File: config.mk
export PLATFORM = sky130hd
export DESIGN_NAME = arc4_encrypt
export DESIGN_NICKNAME = d
export VERILOG_FILES = /design/src/rtl/arc4_encrypt.sv
export SDC_FILE = /design/constraint.sdc
export NUM_CORES = 1
export LEC_CHECK = 0
export ABC_AREA = 1
export BUFFER_PORTS_ARGS = -buffer_cell sky130_fd_sc_hd__clkbuf_2
export CAP_MARGIN = 15
export CORE_AREA = 4 4 102 104
export DETAILED_ROUTE_END_ITERATION = 12
export DIE_AREA = 0 0 106 108
export PLACE_DENSITY = 0.74
export SYNTH_ARGS = -nofsm -noshare
export SYNTH_HDL_FRONTEND = slang
export SYNTH_SLANG_ARGS = --single-unit
File: constraint.sdc
create_clock -name clk -period 2.4 [get_ports clk]
set_input_delay 0.12 -clock clk [delete_from_list [all_inputs] [get_ports clk]]
set_output_delay 0.12 -clock clk [all_outputs]
set_load 0.01 [all_outputs]
File: src/rtl/arc4_encrypt.sv
// ARC4 encryptor: reads a length-prefixed plaintext, runs PRGA over an already
// keyed S memory and writes a length-prefixed ciphertext.
module arc4_encrypt (
  input  logic       clk,
  input  logic       rst,
  input  logic       en,
  output logic       rdy,
  output logic [7:0] s_addr,
  input  logic [7:0] s_rddata,
  output logic [7:0] s_wrdata,
  output logic       s_wren,
  output logic [7:0] pt_addr,
  input  logic [7:0] pt_rddata,
  output logic [7:0] ct_addr,
  output logic [7:0] ct_wrdata,
  output logic       ct_wren
);

  typedef enum logic [3:0] {
    IDLE, RD_LEN, WAIT_LEN, WR_LEN, INC_I, WAIT_SI, CALC_J,
    WAIT_SJ, WR_SI, WR_SJ, RD_PAD, WAIT_PAD, WR_CT
  } state_t;

  state_t     state_reg;
  logic [7:0] i_reg, j_reg, si_reg, sj_reg, len_reg;
  logic [8:0] k_reg;

  // Outputs are registered: each branch loads the values the next state presents.
  always_ff @(posedge clk) begin
    if (rst) begin
      state_reg <= IDLE;
      rdy       <= 1'b1;
      s_addr    <= 8'd0;
      s_wrdata  <= 8'd0;
      s_wren    <= 1'b0;
      pt_addr   <= 8'd0;
      ct_addr   <= 8'd0;
      ct_wrdata <= 8'd0;
      ct_wren   <= 1'b0;
      i_reg     <= 8'd0;
      j_reg     <= 8'd0;
      si_reg    <= 8'd0;
      sj_reg    <= 8'd0;
      len_reg   <= 8'd0;
      k_reg     <= 9'd0;
    end else begin
      s_wren  <= 1'b0;
      ct_wren <= 1'b0;
      case (state_reg)
        IDLE: begin
          if (en) begin
            state_reg <= RD_LEN;
            rdy       <= 1'b0;
            pt_addr   <= 8'd0;
            i_reg     <= 8'd0;
            j_reg     <= 8'd0;
            k_reg     <= 9'd1;
          end
        end
        RD_LEN:   state_reg <= WAIT_LEN;
        WAIT_LEN: begin
          len_reg   <= pt_rddata;
          ct_addr   <= 8'd0;
          ct_wrdata <= pt_rddata;
          ct_wren   <= 1'b1;
          state_reg <= WR_LEN;
        end
        WR_LEN: begin
          if (len_reg == 8'd0) begin
            state_reg <= IDLE;
            rdy       <= 1'b1;
          end else begin
            i_reg     <= i_reg + 8'd1;
            s_addr    <= i_reg + 8'd1;
            state_reg <= INC_I;
          end
        end
        INC_I:   state_reg <= WAIT_SI;
        WAIT_SI: begin
          si_reg    <= s_rddata;
          j_reg     <= j_reg + s_rddata;
          s_addr    <= j_reg + s_rddata;
          state_reg <= CALC_J;
        end
        CALC_J:  state_reg <= WAIT_SJ;
        WAIT_SJ: begin
          sj_reg    <= s_rddata;
          s_addr    <= i_reg;
          s_wrdata  <= s_rddata;
          s_wren    <= 1'b1;
          state_reg <= WR_SI;
        end
        WR_SI: begin
          s_addr    <= j_reg;
          s_wrdata  <= si_reg;
          s_wren    <= 1'b1;
          state_reg <= WR_SJ;
        end
        WR_SJ: begin
          // Pad is read after both swap writes have landed in S.
          s_addr    <= si_reg + sj_reg;
          pt_addr   <= k_reg[7:0];
          state_reg <= RD_PAD;
        end
        RD_PAD:   state_reg <= WAIT_PAD;
        WAIT_PAD: begin
          ct_addr   <= k_reg[7:0];
          ct_wrdata <= s_rddata ^ pt_rddata;
          ct_wren   <= 1'b1;
          state_reg <= WR_CT;
        end
        WR_CT: begin
          if (k_reg == {1'b0, len_reg}) begin
            state_reg <= IDLE;
            rdy       <= 1'b1;
          end else begin
            k_reg     <= k_reg + 9'd1;
            i_reg     <= i_reg + 8'd1;
            s_addr    <= i_reg + 8'd1;
            state_reg <= INC_I;
          end
        end
        default: begin
          state_reg <= IDLE;
          rdy       <= 1'b1;
        end
      endcase
    end
  end

endmodule

[Word-level counts from Yosys, hierarchy flattened]
Cells that the tools add are included.
Word-level totals
  bits of input ports: 19
  output and inout port bits: 43
  register bits after elaboration: 96
  logic and storage cells: 80
Cells by class
  multiplexer cells: 23
  bitwise operators: 2
  equality and inequality tests: 18
  $add $sub $neg: 4
  reduce and logical (&&, ||, !) cells: 18
Operators by type and width (number)
  $pmux W8 S2: 5
  $pmux W4 S13: 1
  $pmux W8 S6: 1
  $mux W8: 3
  $pmux W8 S3: 1
  $eq A4 B4 Y1 const B: 5
  $mux W9: 2
  $pmux W9 S2: 1
  $add A8 B8 Y8: 2
  $eq A4 B3 Y1 const B: 4
  $ne A2 B2 Y1 const B: 5
  $reduce_bool A2 Y1: 5
  $reduce_or A10 Y1: 1
  $add A9 B1 Y9 const B: 1
  $eq A9 B8 Y1: 1
  $add A8 B1 Y8 const B: 1
  $eq A4 B2 Y1 const B: 2
  $logic_not A8 Y1: 1
  $reduce_and A4 Y1: 2
  $xor A8 B8 Y8: 1
  $mux W3: 2
  $reduce_and A3 Y1: 2
  $reduce_bool A6 Y1: 1
  $mux W1: 5
  other kinds (8): 10

[Depth between registers and ports, before layout]
  depth in word-level cells: 4
  gate-level depth with buffers: 13
  gate-level depth less buffers: 13

[Worst setup path after synthesis]
OpenSTA, ideal clock, no wires.
  kind: reg2reg
  from: register state_reg[2]
  to: register s_addr[0]
  cell stages (with the launch flop): 11
  buffers on the path: 2
  period minus slack after synthesis: 1.703 ns
  data arrival time: 1.590 ns
  slack: 0.697 ns
  required time: 2.287 ns
  library setup time: 0.113 ns
  path through: dfxtp_1 -> inv_1 -> ha_1 -> clkbuf_1 -> a22oi_2 -> nand2_1 -> nand3_1 -> buf_4 -> nand2_1 -> inv_1 -> nor2_1
On the way
  cells in the longest elaborated chain, start to end: 3
  elaborated cells on any way between the ends: 11
  those cells by class: 8 x eq/ne; 1 x mux; 2 x reduce/logical
RTL lines
  from (decl): line 24  | state_t state_reg;
  from (signal assigned): line 31  | state_reg <= IDLE;
  from (signal assigned): line 52  | state_reg <= RD_LEN;
  from (signal assigned): line 60  | RD_LEN: state_reg <= WAIT_LEN;
  $eq A4 B4 Y1, or another cell as far along: line 49  | case (state_reg)
  $reduce_bool A6 Y1 (no line) or $ne A2 B2 Y1 (tied branches)
  $reduce_and A3 Y1 (no line)
  to (signal assigned): line 74  | s_addr <= i_reg + 8'd1;
  to (signal assigned): line 82  | s_addr <= j_reg + s_rddata;
  to (signal assigned): line 88  | s_addr <= i_reg;
  to (decl): line 8  | output logic [7:0] s_addr,
Parallel ways exist; a longest one is shown, timed or not.
A chain may end at the register's enable or synchronous reset.

[Final worst setup path]
  from: register state_reg[2]
  to: register s_addr[6]
The elaborated chain is that of the path after synthesis.

==> qor.yml <==
cts:
  cts-root-buf: "clkbuf_8"
  cts_sinks: 96
  clockBufferDepth: 2
  clk_pin_slew_ns: 0.10
  cts_hold_buf: 0
  worstSkewPairLatency_ns: 0.38
  tritoncts: "yes"
  postCtsSetupRepairBufs: 0
  cts_htree_levels: 3
  cts_resized: 0
  cts_buffers: 9
global_route:
  grt_max_degree: 66
  grt_pass1_wl_um: 22700
  grt_overflow: 0
  grt_pass1_vias: 4807
  antenna_found_initial: 0
  track_usage_pct: 24.8
sta:
  rsz0062_at_grt: "no"
  tightest_slew_ns: 0.896
  max_slew_margin_pct: 40.2
  fin_crit_sh_pct: 83.0
  slew_violations: 0
  setup_viol: 0
  worst_hold_slack_ns: 0.0613
  max_freq_mhz: 502
  min_period_ns: 1.99
  hold_viol: 0
  fin_tns_setup_ns: 0
  fin_skew_ns: 0.0177
min_path:
  min_path_type: "input pin to register"
  hold_start: "s_rddata[1]"
final_layout:
  finish.net_count: 850
  fill_cells: 930
  drive_gt1_share_pct: 14.6
  syn2layout_area_growth_pct: 12.7
  largest_reg_flops: 9
  n_antenna_cell: 0
synth:
  seq_area_frac_synth_pct: 37.1
  synth_nets: 796
  yosysMostFrequentCell: "nand2_1"
  synthFlopType: "dfxtp_1"
  syn_area_per_cell_um2: 6.85
  synth_cell_type_count: 38
  async_reset_ff_share_pct: 0
  synthCells: 755
  synth-edff-count: 0
  yosys_warnings: 0
  synth_common_cells: "nand2_1 (196), dfxtp_1 (96), inv_1 (73)"
  synth_area_mm2: 0.00517
  synth_seq_cells: 96
  yosys.area.top_type: "dfxtp_1"
  synth_top_cell_area_share_pct: 37.1
  synthTopCellsByArea: "dfxtp_1 (37%), nand2_1 (14%), a21oi_1 (6.5%), nand3_1 (5.5%), inv_1 (5.3%)"
status:
  status: "complete, no violations"
floorplan:
  io_pins: 62
  placeableCoreArea_mm2: 0.00955
  rows: 36
  die_y_um: 108
  dieArea_mm2: 0.0114
  start_util_pct: 54.2
  dieWidth_um: 106
critical_path:
  criticalPathCategory: "register to register"
  r2r-start: "state_reg[2]"
  end_kind: "register"
  crit_start: "state_reg[2]"
  cp.required_ns: 2.71
  critPathMaxFanout: 11
  critPathLaunchType: "register"
  arrival_ns: 2.30
drt:
  drcViolationCount: 0
  drtIter0Drc: 340
  drt-vias-per-instance: 5.27
  dr.pass1.iters: 5
  num_vias: 4993
  drt-total-wl_um: 13700
  avgRoutedWirePerCell_um: 14.5
  ant_nets: 0
power:
  p_per_area_mw_per_mm2: 897
  p_leak_nw: 2.61
  peakVddDrop_v: 0.000580
placement:
  hpwl_um: 10300
  numPortBuffers: 61
  gp_congestion: 0.884
run:
  maxCapViolations: 0
## area by class of cell
type                       count  area [um2]  area share (%)
tap                          133         166            2.85
sequential                    96        1920            33.0
clock buffer                   9         124            2.12
multi-input combinational    544        2780            47.7
timing repair buffer          70         373            6.40
inverter                      88         338            5.80
clock inverter                 7         124            2.12
## power by group
part	internal, mW	switching [mW]	total, mW
registers	1.84	0.183	2.02
logic	0.640	1.25	1.89
clock network	0.705	0.612	1.32
total	3.18	2.05	5.23
## kinds of logic (layout without fill, tap and decap cells)
group / Yosys count / count (layout) / synth area share [%]
xor gates and xnor gates: 20 / 20 / 3.39
and+or+nand+nor: 364 / 364 / 30.2
DFF: 96 / 96 / 37.1
buffers and inverters: 115 / 174 / 9.07
AOI/OAI and AO/OA: 138 / 138 / 14.6
adders and majority gates: 22 / 22 / 5.61
## stage by stage
stage / setup slack, ns / power, mW / std cells / utilization (%) / cell area [um2]
finish: 0.408 / 5.23 / 947 / 61.0 / 5830
global route: 0.199 / 5.60 / 947 / 61.0 / 5830
CTS: 0.427 / 5.23 / 947 / 61.0 / 5830
detailed placement: 0.438 / 3.93 / 931 / 58.5 / 5580
global placement: 0.498 / 3.88 / 931 / 58.5 / 5580
floorplan: 0.697 / 3.46 / 755 / - / 5170
## path summary, 6_finish.rpt
check / to / slack, ns / cells after the start
worst max-delay path: s_addr[6] / 0.41 / 7
worst min-delay path: sj_reg[1] / 0.06 / 3
worst max register to register: s_addr[6] / 0.41 / 7
worst min register to register: ct_addr[1] / 0.47 / 2
## layer usage
metal | track usage [%] | wire length (um) | share of wire (%) | vias up
li1 | - | - | - | 2549
met1 | 31.1 | 6100 | 44 | 2304
met2 | 43.4 | 6690 | 49 | 117
met3 | 4.48 | 636 | 4.6 | 23
met4 | 7.86 | 285 | 2.1 | 0
met5 | 0 | 0 | 0 | -
## worst max-delay path, stage by stage (launching register included)
cell and delay, ns:
dfxtp_1 0.40, inv_1 0.08, ha_1 0.29, a22oi_2 0.43, nand2_1 0.10, nand3_1 0.33, nand2_1 0.15, a21oi_1 0.16
## layout by cell type, fill, tap and decap left out, drive strengths merged, types with 2 or more instances in the layout
cell type	Yosys	layout
a21oi	68	68
a31oi	9	9
buf	14	9
bufinv	0	3
clkbuf	13	70
clkinv	1	2
dfxtp	96	96
fa	2	2
ha	20	20
inv	87	90
nand2	201	201
nand3	59	59
nand3b	6	6
nand4	11	11
nor2	77	77
nor3	4	4
o21ai	47	47
o21bai	10	10
or2	5	5
xnor2	9	9
xor2	11	11
No activity file was read; power rests on OpenSTA's default activity.
